$ cat config.mk
export PLATFORM = sky130hd
export DESIGN_NAME = ftoi_pipe_flat
export DESIGN_NICKNAME = d
export VERILOG_FILES = /design/src/rtl/fpu_pkg.sv /design/src/rtl/ftoi_pipe_if.sv /design/src/rtl/rshift_sticky.sv /design/src/rtl/ftoi_pipe.sv /design/src/flat_wrapper.sv
export SDC_FILE = /design/constraint.sdc
export NUM_CORES = 1
export LEC_CHECK = 0
export ABC_AREA = 1
export CAP_MARGIN = 5
export CORE_MARGIN = 1
export CORE_UTILIZATION = 50
export DETAILED_ROUTE_END_ITERATION = 8
export PLACE_DENSITY = 0.74
export SETUP_SLACK_MARGIN = 0.15
export SLEW_MARGIN = 20
export SYNTH_ARGS = -nofsm -noshare
export SYNTH_HDL_FRONTEND = slang
export SYNTH_SLANG_ARGS = --single-unit
$ cat constraint.sdc
create_clock -name clk -period 3.4 [get_ports clk]
set_clock_uncertainty 0.15 [all_clocks]
set_input_delay 1.02 -clock clk [delete_from_list [all_inputs] [get_ports clk]]
set_output_delay 1.02 -clock clk [all_outputs]
set_load 0.01 [all_outputs]
$ cat src/rtl/fpu_pkg.sv
// Shared FP32 number conventions for the FPU datapath blocks: field widths,
// exponent constants, integer saturation limits and the operand class enum.
`timescale 1ns/1ps
package fpu_pkg;

    localparam int EXP_W      = 8;
    localparam int MAN_W      = 23;
    localparam int SIG_W      = 24;
    localparam int INT_W      = 32;

    localparam int BIAS       = 127;
    localparam int SHIFT_BASE = 150;

    localparam logic [INT_W-1:0] INT_MAX = 32'h7FFF_FFFF;
    localparam logic [INT_W-1:0] INT_MIN = 32'h8000_0000;

    typedef enum logic [1:0] {
        CLS_ZERO,
        CLS_NORM,
        CLS_SAT,
        CLS_NAN
    } cls_e;

    // Sort an FP32 operand into the four float-to-int outcomes.
    // |x| < 0.5 and denormals flush to zero; e==158 is only representable
    // as the exact value -2^31, every other e>=158 saturates.
    function automatic cls_e classify(input logic s,
                                      input logic [EXP_W-1:0] e,
                                      input logic [MAN_W-1:0] m);
        cls_e c;
        if (e < EXP_W'(SHIFT_BASE - SIG_W))
            c = CLS_ZERO;
        else if (e == '1 && m != '0)
            c = CLS_NAN;
        else if (e > EXP_W'(BIAS + 31))
            c = CLS_SAT;
        else if (e == EXP_W'(BIAS + 31) && !(s && m == '0))
            c = CLS_SAT;
        else
            c = CLS_NORM;
        return c;
    endfunction

endpackage

$ cat src/rtl/ftoi_pipe_if.sv
// Valid/ready stream bundle for the float-to-int converter: FP32 operand in,
// integer result plus saturation flag out.
`timescale 1ns/1ps
interface ftoi_pipe_if;
    import fpu_pkg::*;

    logic             x_valid;
    logic             x_ready;
    logic [INT_W-1:0] x_data;
    logic             y_valid;
    logic             y_ready;
    logic [INT_W-1:0] y_data;
    logic             y_ovf;

    modport master (
        output x_valid, x_data, y_ready,
        input  x_ready, y_valid, y_data, y_ovf
    );

    modport slave (
        input  x_valid, x_data, y_ready,
        output x_ready, y_valid, y_data, y_ovf
    );

endinterface

$ cat src/rtl/rshift_sticky.sv
// Combinational 24-bit right shift by 0..31 that also reports the guard bit
// (first bit shifted out) and sticky bit (OR of all later shifted-out bits).
`timescale 1ns/1ps
module rshift_sticky (
    input  logic [23:0] din,
    input  logic [4:0]  sh,
    output logic [23:0] dout,
    output logic        g,
    output logic        s
);

    // 32 zero bits below the operand catch everything a shift of up to 31 drops
    logic [55:0] ext;

    assign ext  = {din, 32'd0} >> sh;
    assign dout = ext[55:32];
    assign g    = ext[31];
    assign s    = |ext[30:0];

endmodule

$ cat src/rtl/ftoi_pipe.sv
// Three-stage FP32 -> int32 converter with round-to-nearest-even and
// saturation, behind an elastic valid/ready pipeline (one result per cycle).
`timescale 1ns/1ps
module ftoi_pipe
    import fpu_pkg::*;
(
    input  logic       clk,
    input  logic       rstn,
    ftoi_pipe_if.slave bus
);

    localparam logic [4:0]       SH_LO  = 5'(SHIFT_BASE);
    localparam logic [EXP_W-1:0] E_BASE = EXP_W'(SHIFT_BASE);

    // Round-to-nearest-even on the truncated magnitude; never carries past
    // bit 23 of a right-shifted significand, so no re-saturation follows.
    function automatic logic [INT_W-1:0] round_rne(input logic [INT_W-1:0] mag,
                                                   input logic g,
                                                   input logic s);
        return mag + {{(INT_W-1){1'b0}}, g & (s | mag[0])};
    endfunction

    function automatic logic signed [INT_W-1:0] apply_sign(input logic sgn,
                                                           input logic [INT_W-1:0] mag);
        logic signed [INT_W-1:0] v;
        v = $signed(mag);
        return sgn ? -v : v;
    endfunction

    // Returns {ovf, data}: passes normal values, clamps out-of-range and NaN.
    function automatic logic [INT_W:0] saturate(input cls_e cls,
                                                input logic sgn,
                                                input logic signed [INT_W-1:0] val);
        logic [INT_W:0] r;
        case (cls)
            CLS_NORM: r = {1'b0, val};
            CLS_SAT:  r = {1'b1, (sgn ? INT_MIN : INT_MAX)};
            CLS_NAN:  r = {1'b1, INT_MAX};
            default:  r = '0;
        endcase
        return r;
    endfunction

    logic vld_p1, vld_p2, vld_p3;
    logic adv_p1, adv_p2, adv_p3;

    // Each stage moves when it is empty or the stage after it moves.
    assign adv_p3      = !vld_p3 || bus.y_ready;
    assign adv_p2      = !vld_p2 || adv_p3;
    assign adv_p1      = !vld_p1 || adv_p2;
    assign bus.x_ready = adv_p1;

    // ---- S1: classify and decode shift direction/amount ----
    logic             s_in;
    logic [EXP_W-1:0] e_in;
    logic [MAN_W-1:0] m_in;
    cls_e             cls_in;
    logic             lsh_in;
    logic [4:0]       amt_in;

    assign s_in   = bus.x_data[INT_W-1];
    assign e_in   = bus.x_data[MAN_W +: EXP_W];
    assign m_in   = bus.x_data[MAN_W-1:0];
    assign cls_in = classify(s_in, e_in, m_in);
    assign lsh_in = (e_in >= E_BASE);
    // Both distances are below 32, so modulo-32 arithmetic on e[4:0] is exact
    assign amt_in = lsh_in ? (e_in[4:0] - SH_LO) : (SH_LO - e_in[4:0]);

    cls_e             cls_p1;
    logic             sgn_p1;
    logic [SIG_W-1:0] sig_p1;
    logic             lsh_p1;
    logic [4:0]       amt_p1;

    // Stage 1 register: captures operand decode only on an input handshake.
    always_ff @(posedge clk or negedge rstn) begin
        if (!rstn) begin
            vld_p1 <= 1'b0;
            cls_p1 <= CLS_ZERO;
            sgn_p1 <= 1'b0;
            sig_p1 <= '0;
            lsh_p1 <= 1'b0;
            amt_p1 <= '0;
        end else if (adv_p1) begin
            vld_p1 <= bus.x_valid;
            if (bus.x_valid) begin
                cls_p1 <= cls_in;
                sgn_p1 <= s_in;
                sig_p1 <= {1'b1, m_in};
                lsh_p1 <= lsh_in;
                amt_p1 <= amt_in;
            end
        end
    end

    // ---- S2: align significand to the integer point ----
    logic [SIG_W-1:0] rsh_val;
    logic             rsh_g;
    logic             rsh_s;
    logic [INT_W-1:0] lsh_val;
    logic [INT_W-1:0] mag_in2;

    rshift_sticky u_rsh (
        .din  (sig_p1),
        .sh   (amt_p1),
        .dout (rsh_val),
        .g    (rsh_g),
        .s    (rsh_s)
    );

    assign lsh_val = {{(INT_W-SIG_W){1'b0}}, sig_p1} << amt_p1;
    assign mag_in2 = lsh_p1 ? lsh_val : {{(INT_W-SIG_W){1'b0}}, rsh_val};

    cls_e             cls_p2;
    logic             sgn_p2;
    logic [INT_W-1:0] mag_p2;
    logic             g_p2;
    logic             s_p2;

    // Stage 2 register: shifted magnitude with guard/sticky (zero for left shifts).
    always_ff @(posedge clk or negedge rstn) begin
        if (!rstn) begin
            vld_p2 <= 1'b0;
            cls_p2 <= CLS_ZERO;
            sgn_p2 <= 1'b0;
            mag_p2 <= '0;
            g_p2   <= 1'b0;
            s_p2   <= 1'b0;
        end else if (adv_p2) begin
            vld_p2 <= vld_p1;
            if (vld_p1) begin
                cls_p2 <= cls_p1;
                sgn_p2 <= sgn_p1;
                mag_p2 <= mag_in2;
                g_p2   <= lsh_p1 ? 1'b0 : rsh_g;
                s_p2   <= lsh_p1 ? 1'b0 : rsh_s;
            end
        end
    end

    // ---- S3: round, negate, saturate ----
    logic [INT_W-1:0] mag_rnd;
    logic [INT_W:0]   fin;

    assign mag_rnd = round_rne(mag_p2, g_p2, s_p2);
    assign fin     = saturate(cls_p2, sgn_p2, apply_sign(sgn_p2, mag_rnd));

    logic signed [INT_W-1:0] y_data_p3;
    logic                    y_ovf_p3;

    // Stage 3 register: output holds while stalled, loads only with a valid item.
    always_ff @(posedge clk or negedge rstn) begin
        if (!rstn) begin
            vld_p3    <= 1'b0;
            y_data_p3 <= '0;
            y_ovf_p3  <= 1'b0;
        end else if (adv_p3) begin
            vld_p3 <= vld_p2;
            if (vld_p2) begin
                y_data_p3 <= $signed(fin[INT_W-1:0]);
                y_ovf_p3  <= fin[INT_W];
            end
        end
    end

    assign bus.y_valid = vld_p3;
    assign bus.y_data  = y_data_p3;
    assign bus.y_ovf   = y_ovf_p3;

endmodule

$ cat src/flat_wrapper.sv
// flat-port wrapper written by rule: the top's interface ports become plain ports
module ftoi_pipe_flat import fpu_pkg::*;
  (clk, rstn, bus_x_valid, bus_x_data, bus_y_ready, bus_x_ready, bus_y_valid, bus_y_data, bus_y_ovf);
  ftoi_pipe_if bus_i ();
  input  logic clk;
  input  logic rstn;
  input wire logic [$bits(bus_i.x_valid)-1:0] bus_x_valid;
  input wire logic [$bits(bus_i.x_data)-1:0] bus_x_data;
  input wire logic [$bits(bus_i.y_ready)-1:0] bus_y_ready;
  output wire logic [$bits(bus_i.x_ready)-1:0] bus_x_ready;
  output wire logic [$bits(bus_i.y_valid)-1:0] bus_y_valid;
  output wire logic [$bits(bus_i.y_data)-1:0] bus_y_data;
  output wire logic [$bits(bus_i.y_ovf)-1:0] bus_y_ovf;
  assign bus_i.x_valid = bus_x_valid;
  assign bus_i.x_data = bus_x_data;
  assign bus_i.y_ready = bus_y_ready;
  assign bus_x_ready = bus_i.x_ready;
  assign bus_y_valid = bus_i.y_valid;
  assign bus_y_data = bus_i.y_data;
  assign bus_y_ovf = bus_i.y_ovf;
  ftoi_pipe u_core (.clk(clk), .rstn(rstn), .bus(bus_i));
endmodule
## Word-level counts from Yosys, hierarchy flattened

Cells that the tools add are included.

- Register bits: 106
- Input bits: 36
- Output and inout bits: 35
- Logic and storage cells: 58

- Add/subtract/negate cells: 4
- $lt $le $gt $ge: 3
- Eq/ne operators: 5
- Shift-type cells: 2
- Multiplexer cells: 11
- Bitwise gates (word level): 2
- Reductions and logical operators: 16

Operators with widths:

| kind | count |
|---|---|
| 33-bit case mux with 3 select lines | 1 |
| 32-bit 2-to-1 mux | 3 |
| 56-bit by 5-bit right shift with 56-bit output | 1 |
| 32-bit by 1-bit adder with 32-bit output | 1 |
| 32-bit negation | 1 |
| 24-bit by 5-bit << shifter with 32-bit output | 1 |
| 31-bit OR reduction | 1 |
| 23-bit logical NOT | 1 |
| 23-bit nonzero test | 1 |
| 8-bit == test (second input constant) | 2 |
| 8-bit greater-or-equal comparator (second input constant) | 1 |
| 8-bit > comparator (second input constant) | 1 |
| 8-bit by 7-bit less-than comparator with 1-bit output (second input constant) | 1 |
| 2-bit 2-to-1 mux | 4 |
| 2-bit AND reduction | 3 |
| 5-bit 2-to-1 mux | 1 |
| 5-bit subtractor (first input constant) | 1 |
| 5-bit subtractor (second input constant) | 1 |
| 2-bit == test (second input constant) | 2 |
| 1-bit logical NOT | 4 |
| 1-bit logical AND | 3 |
| 1-bit logical OR | 3 |
| 2-bit by 1-bit == test with 1-bit output (second input constant) | 1 |
| 1-bit 2-to-1 mux | 2 |
| 2 further kinds | 2 |

## Longest topological paths before layout

Gate-level depths: netlist (run 1).

- Word-level depth: 8
- Gate-level depth with buffers: 21
- Depth with buffers taken out: 21

## Hierarchy

From an unflattened synthesis (run 1), not the netlist that was laid out.

- Cell total of the unflattened synthesis: 1631
- Area total of the unflattened synthesis: 9536.6 sq um

By module, submodules not included:

| module | times used | cells each | area each (sq um) | sequential area each (sq um) |
|---|---|---|---|---|
| ftoi_pipe | 1 | 1239 | 7714.9 | 2652.5 |
| rshift_sticky | 1 | 392 | 1821.7 | 0.0 |

## Worst setup path before layout (run 1)

OpenSTA, ideal clock, no wires.

- Path kind: flip-flop to flip-flop
- Start point: register u_core.mag_p2[0]
- End point: register u_core.y_data_p3[28] (netlist: u_core.bus.y_data[28])
- Setup time: 0.117 ns
- Arrival: 2.397 ns
- Required time: 3.133 ns
- Path slack: 0.736 ns
- Cell stages (with the launch flop): 21
- Buffers on the path: 0
- Clock period less this slack: 2.664 ns
- Cell sequence: dfrtp_1 -> o21a_1 -> ha_1 -> ha_1 -> inv_1 -> ha_1 -> inv_1 -> nor2_1 -> nand3_1 -> nor2_2 -> nand2_1 -> nor2_2 -> nand2_1 -> nor2_1 -> nand2_1 -> nand2_1 -> nand2_1 -> nand3_1 -> nand2_1 -> nand2_1 -> nand2_1

- Cells in the longest elaborated chain, start to end: 6

Ends and longest elaborated chain:

| item | RTL line | text |
|---|---|---|
| from (decl) | ftoi_pipe.sv:116 | `logic [INT_W-1:0] mag_p2;` |
| from (signal assigned) | ftoi_pipe.sv:134 | `mag_p2 <= mag_in2;` |
| 1-bit bitwise OR | ftoi_pipe.sv:20 | `return mag + {{(INT_W-1){1'b0}}, g & (s \| mag[0])};` |
| 1-bit AND | ftoi_pipe.sv:20 |  |
| 32-bit by 1-bit adder with 32-bit output * | ftoi_pipe.sv:20 |  |
| 32-bit negation | ftoi_pipe.sv:27 | `return sgn ? -v : v;` |
| 32-bit 2-to-1 mux * | ftoi_pipe.sv:27 |  |
| 33-bit case mux with 3 select lines * | ftoi_pipe.sv:35 | `case (cls)` |
| to (signal assigned) | ftoi_pipe.sv:160 | `y_data_p3 <= $signed(fin[INT_W-1:0]);` |
| to (decl) | ftoi_pipe.sv:148 | `logic signed [INT_W-1:0] y_data_p3;` |

Every way passes the cells marked *; elsewhere a longest branch is shown, timed or not.
A chain may end at the register's enable or synchronous reset.

## Worst setup path after layout (run 1)

- Start point: input bus_y_ready
- End point: output bus_x_ready

- Cells in the longest elaborated chain, start to end: 3

Ends and longest elaborated chain:

| item | RTL line | text |
|---|---|---|
| from (decl) | flat_wrapper.sv:9 | `input wire logic [$bits(bus_i.y_ready)-1:0] bus_y_ready;` |
| 1-bit logical OR | ftoi_pipe.sv:48 | `assign adv_p3 = !vld_p3 \|\| bus.y_ready;` |
| 1-bit logical OR | ftoi_pipe.sv:49 | `assign adv_p2 = !vld_p2 \|\| adv_p3;` |
| 1-bit logical OR | ftoi_pipe.sv:50 | `assign adv_p1 = !vld_p1 \|\| adv_p2;` |
| to (decl) | flat_wrapper.sv:10 | `output wire logic [$bits(bus_i.x_ready)-1:0] bus_x_ready;` |

No other way between the ends.

==> impl_metrics.json, run 1 <==
{
  "grt_pass1_vias": 8826,
  "yosys.area.top_type_share_pct": 29.5,
  "ys.flop_type": "dfrtp_1",
  "crit_arrival_ns": 2.01,
  "drtPass1Iterations": 6,
  "fin_crit_ns": 3.18,
  "syn_inst": 1500,
  "via_count": 9984,
  "status": "complete, no violations",
  "drtIter0Drc": 1142,
  "ir_drop_mv": 0.364,
  "period_share_pct": 93.4,
  "timing.hold.ws_ns": 0.330,
  "grt_pass1_wl_um": 44400,
  "synth_edf_count": 0,
  "hold_depth": 2,
  "critPathKind": "input port to output port",
  "cp_slowest_cell": "clkdlybuf4s50_1",
  "worst_pin_slew_ns": 0.815,
  "max_stage_delay_ns": 0.39,
  "hold_buffers": 0,
  "power_per_cell_area_nw_per_um2": 736,
  "drc": 0,
  "cts_setup_buffers": 0,
  "crit_path_end_kind": "output port",
  "crit_required_ns": 2.23,
  "track_usage_pct": 30.5,
  "wl_per_cell_um": 15.1,
  "worstReg2RegEnd": "u_core.bus.y_data[20]",
  "synth_cell_type_count": 48,
  "num_rows": 48,
  "die_h_um": 136,
  "worstSkewPairLatency_ns": 0.36,
  "min_to": "u_core.cls_p2[1]",
  "seq_area_um2": 2650,
  "wirelength_um": 26800,
  "dp.final_hpwl_um": 21100,
  "fill_cells": 1788,
  "die-area_um2": 18500,
  "synth-seq-area-share_pct": 29.5,
  "synth_nets": 1543,
  "grt_setup_unrepaired": "false",
  "finalHoldViolations": 0,
  "numClockSinks": 106,
  "area_growth_pct": 14.2,
  "cp_max_fo": 3,
  "min_from": "u_core.cls_p1[1]",
  "yosys_warnings": 0,
  "rr_startpoint": "u_core.mag_p2[0]",
  "port_buffers": 70,
  "leakage_nw": 4.95,
  "cp-start-kind": "input port",
  "post-place-ws_ns": -0.0174,
  "final-setup-viol-count": 0,
  "core_area_um2": 17400,
  "synth.area.top_cells": "dfrtp_1, nand2_1, o21ai_0, nand3_1, inv_1",
  "cts_buffer_depth": 2,
  "cp_top_family": "buffers and inverters",
  "crit_cells": 6,
  "multiInputGateArea_um2": 5590,
  "reg2regPathDepth": 19,
  "cts-root-buf": "clkbuf_16",
  "synthArstFlopShare_pct": 100,
  "vias_per_cell": 5.63,
  "n_antenna_cell": 0,
  "fp.dieW_um": 136,
  "final_common_cell": "nand2_1",
  "syn_area_per_cell_um2": 6.00,
  "critPathMostFrequentCell": "nand2_1",
  "grt_max_degree": 63,
  "instances_no_fill": 1774,
  "max_freq_mhz": 315,
  "antenna_found_initial": 0,
  "grt_overflow": 0,
  "path_buf_inv": 3,
  "slew_headroom_pct": 45.6,
  "hp-class": "flip-flop to flip-flop",
  "ys_ff_latch": 106,
  "cap_violations": 0,
  "path_cells": "clkdlybuf4s50_1 -> inv_1 -> nand2_1 -> nor2_2 -> nand2_1 -> dlygate4sd2_1",
  "numCtsBuffers": 9,
  "start_util_pct": 51.7,
  "worst_slack_ns": 0.224,
  "dp_cells": 1758,
  "worst-r2r-setup-slack_ns": 0.33,
  "cts_max_level": 3,
  "cts_tree": "yes",
  "power.total_w": 0.00756,
  "gp_congestion": 0.978,
  "postRouteAntennaNets": 0,
  "clk_pin_slew_ns": 0.08,
  "layout-drive-gt1-share_pct": 6.71,
  "netlist_area_um2": 9000,
  "fin_nets": 1587,
  "slew_viol_final": 0,
  "io_pins": 71,
  "synth_top_cell_by_area": "dfrtp_1",
  "mostFrequentLayoutCells": "nand2_1, o21ai_0, inv_1, nor2_1, dfrtp_1"
}
==> cells in the mapped netlist (9+ instances only) <==
cell      instances
o21ai_1          17
nor2_1          119
nor3_1            9
clkbuf_1         49
nand2_2          12
a21oi_1          45
o211ai_1         14
nand2_1         609
nor2_2            9
dfrtp_1         106
o221ai_1         27
buf_1            10
inv_1           124
o21ai_0         144
nand3_1          94
buf_2            11
nor2_4           10
==> layout make-up <==
| class | count | share of cell area, % |
|---|---|---|
| clock inverters | 5 | 0.414 |
| multi-input cells | 1192 | 54.4 |
| clock buffers | 11 | 2.36 |
| repair buffers | 103 | 9.44 |
| flip-flops and latches | 106 | 25.8 |
| inverters | 132 | 4.82 |
| well taps | 225 | 2.74 |
==> cell families (layout without fill, tap and decap cells) <==
group	after synthesis	count (layout)	synth area share (%)
AND/OR/NAND/NOR	893	893	41.6
AO/OA/AOI/OAI	281	281	18.2
buffers and inverters	202	251	8.58
flip-flops	106	106	29.5
XOR/XNOR	6	6	0.667
multiplexers	5	5	0.556
adder cells (fa/ha/maj)	7	7	0.973
==> routing by layer <==
metal | share of wire [%] | wire length, µm | track usage [%] | up-vias
met5 | 0 | 0 | 0 | -
met4 | 1.9 | 509 | 9.26 | 0
met3 | 7.6 | 2040 | 4.92 | 42
met2 | 42 | 11200 | 43.7 | 378
met1 | 49 | 13100 | 46.2 | 4605
li1 | - | - | - | 4959
==> how the worst max path moves through the flow <==
stage | startpoint | to | slack (ns)
detailed placement | bus_y_ready | bus_x_ready | -0.02
finish | bus_y_ready | bus_x_ready | 0.22
floorplan | bus_y_ready | u_core.mag_p2[16] | 0.74
CTS | bus_y_ready | bus_x_ready | 0.21
global route | bus_y_ready | bus_x_ready | 0.13
global placement | bus_y_ready | bus_x_ready | -0.03
==> worst min-delay path, stage by stage, from the launching register on <==
cell and delay, ns:
dfrtp_1 0.35, nand2_1 0.06, nand2_1 0.05
==> sequential cells by signal, indices dropped and copies added (netlist names), 2 cells and up <==
name and count:
u_core.amt_p1 5, u_core.bus.y_data 32, u_core.cls_p1 2, u_core.cls_p2 2, u_core.mag_p2 32, u_core.sig_p1 24
==> through the flow <==
stage               area, µm²  setup TNS, ns  util (%)
floorplan                9000              0         -
global placement         9980        -0.0296      57.3
detailed placement       9980        -0.0174      57.3
CTS                     10300              0      58.9
global route            10300              0      59.0
finish                  10300              0      59.0
==> power breakdown <==
part / internal [W] / switching [W] / total [W]
combinational: 0.00155 / 0.00289 / 0.00445
sequential: 0.00168 / 0.000383 / 0.00206
clock: 0.000531 / 0.000521 / 0.00105
total: 0.00376 / 0.00380 / 0.00756
==> repair_timing <==
| action | 4_1_cts | 5_1_grt |
|---|---|---|
| setup endpoints to repair | 1 | 10 |
| gates cloned | 0 | 0 |
| resized for setup | 1 | 4 |
Power figures use the tool's default switching activity.
==> run 2, diff against run 1 <==
CTS_CLUSTER_SIZE = 14   (was not set)
==> results of run 2 <==
Same layout as run 1: the final DEF is identical, and so are final timing and power.
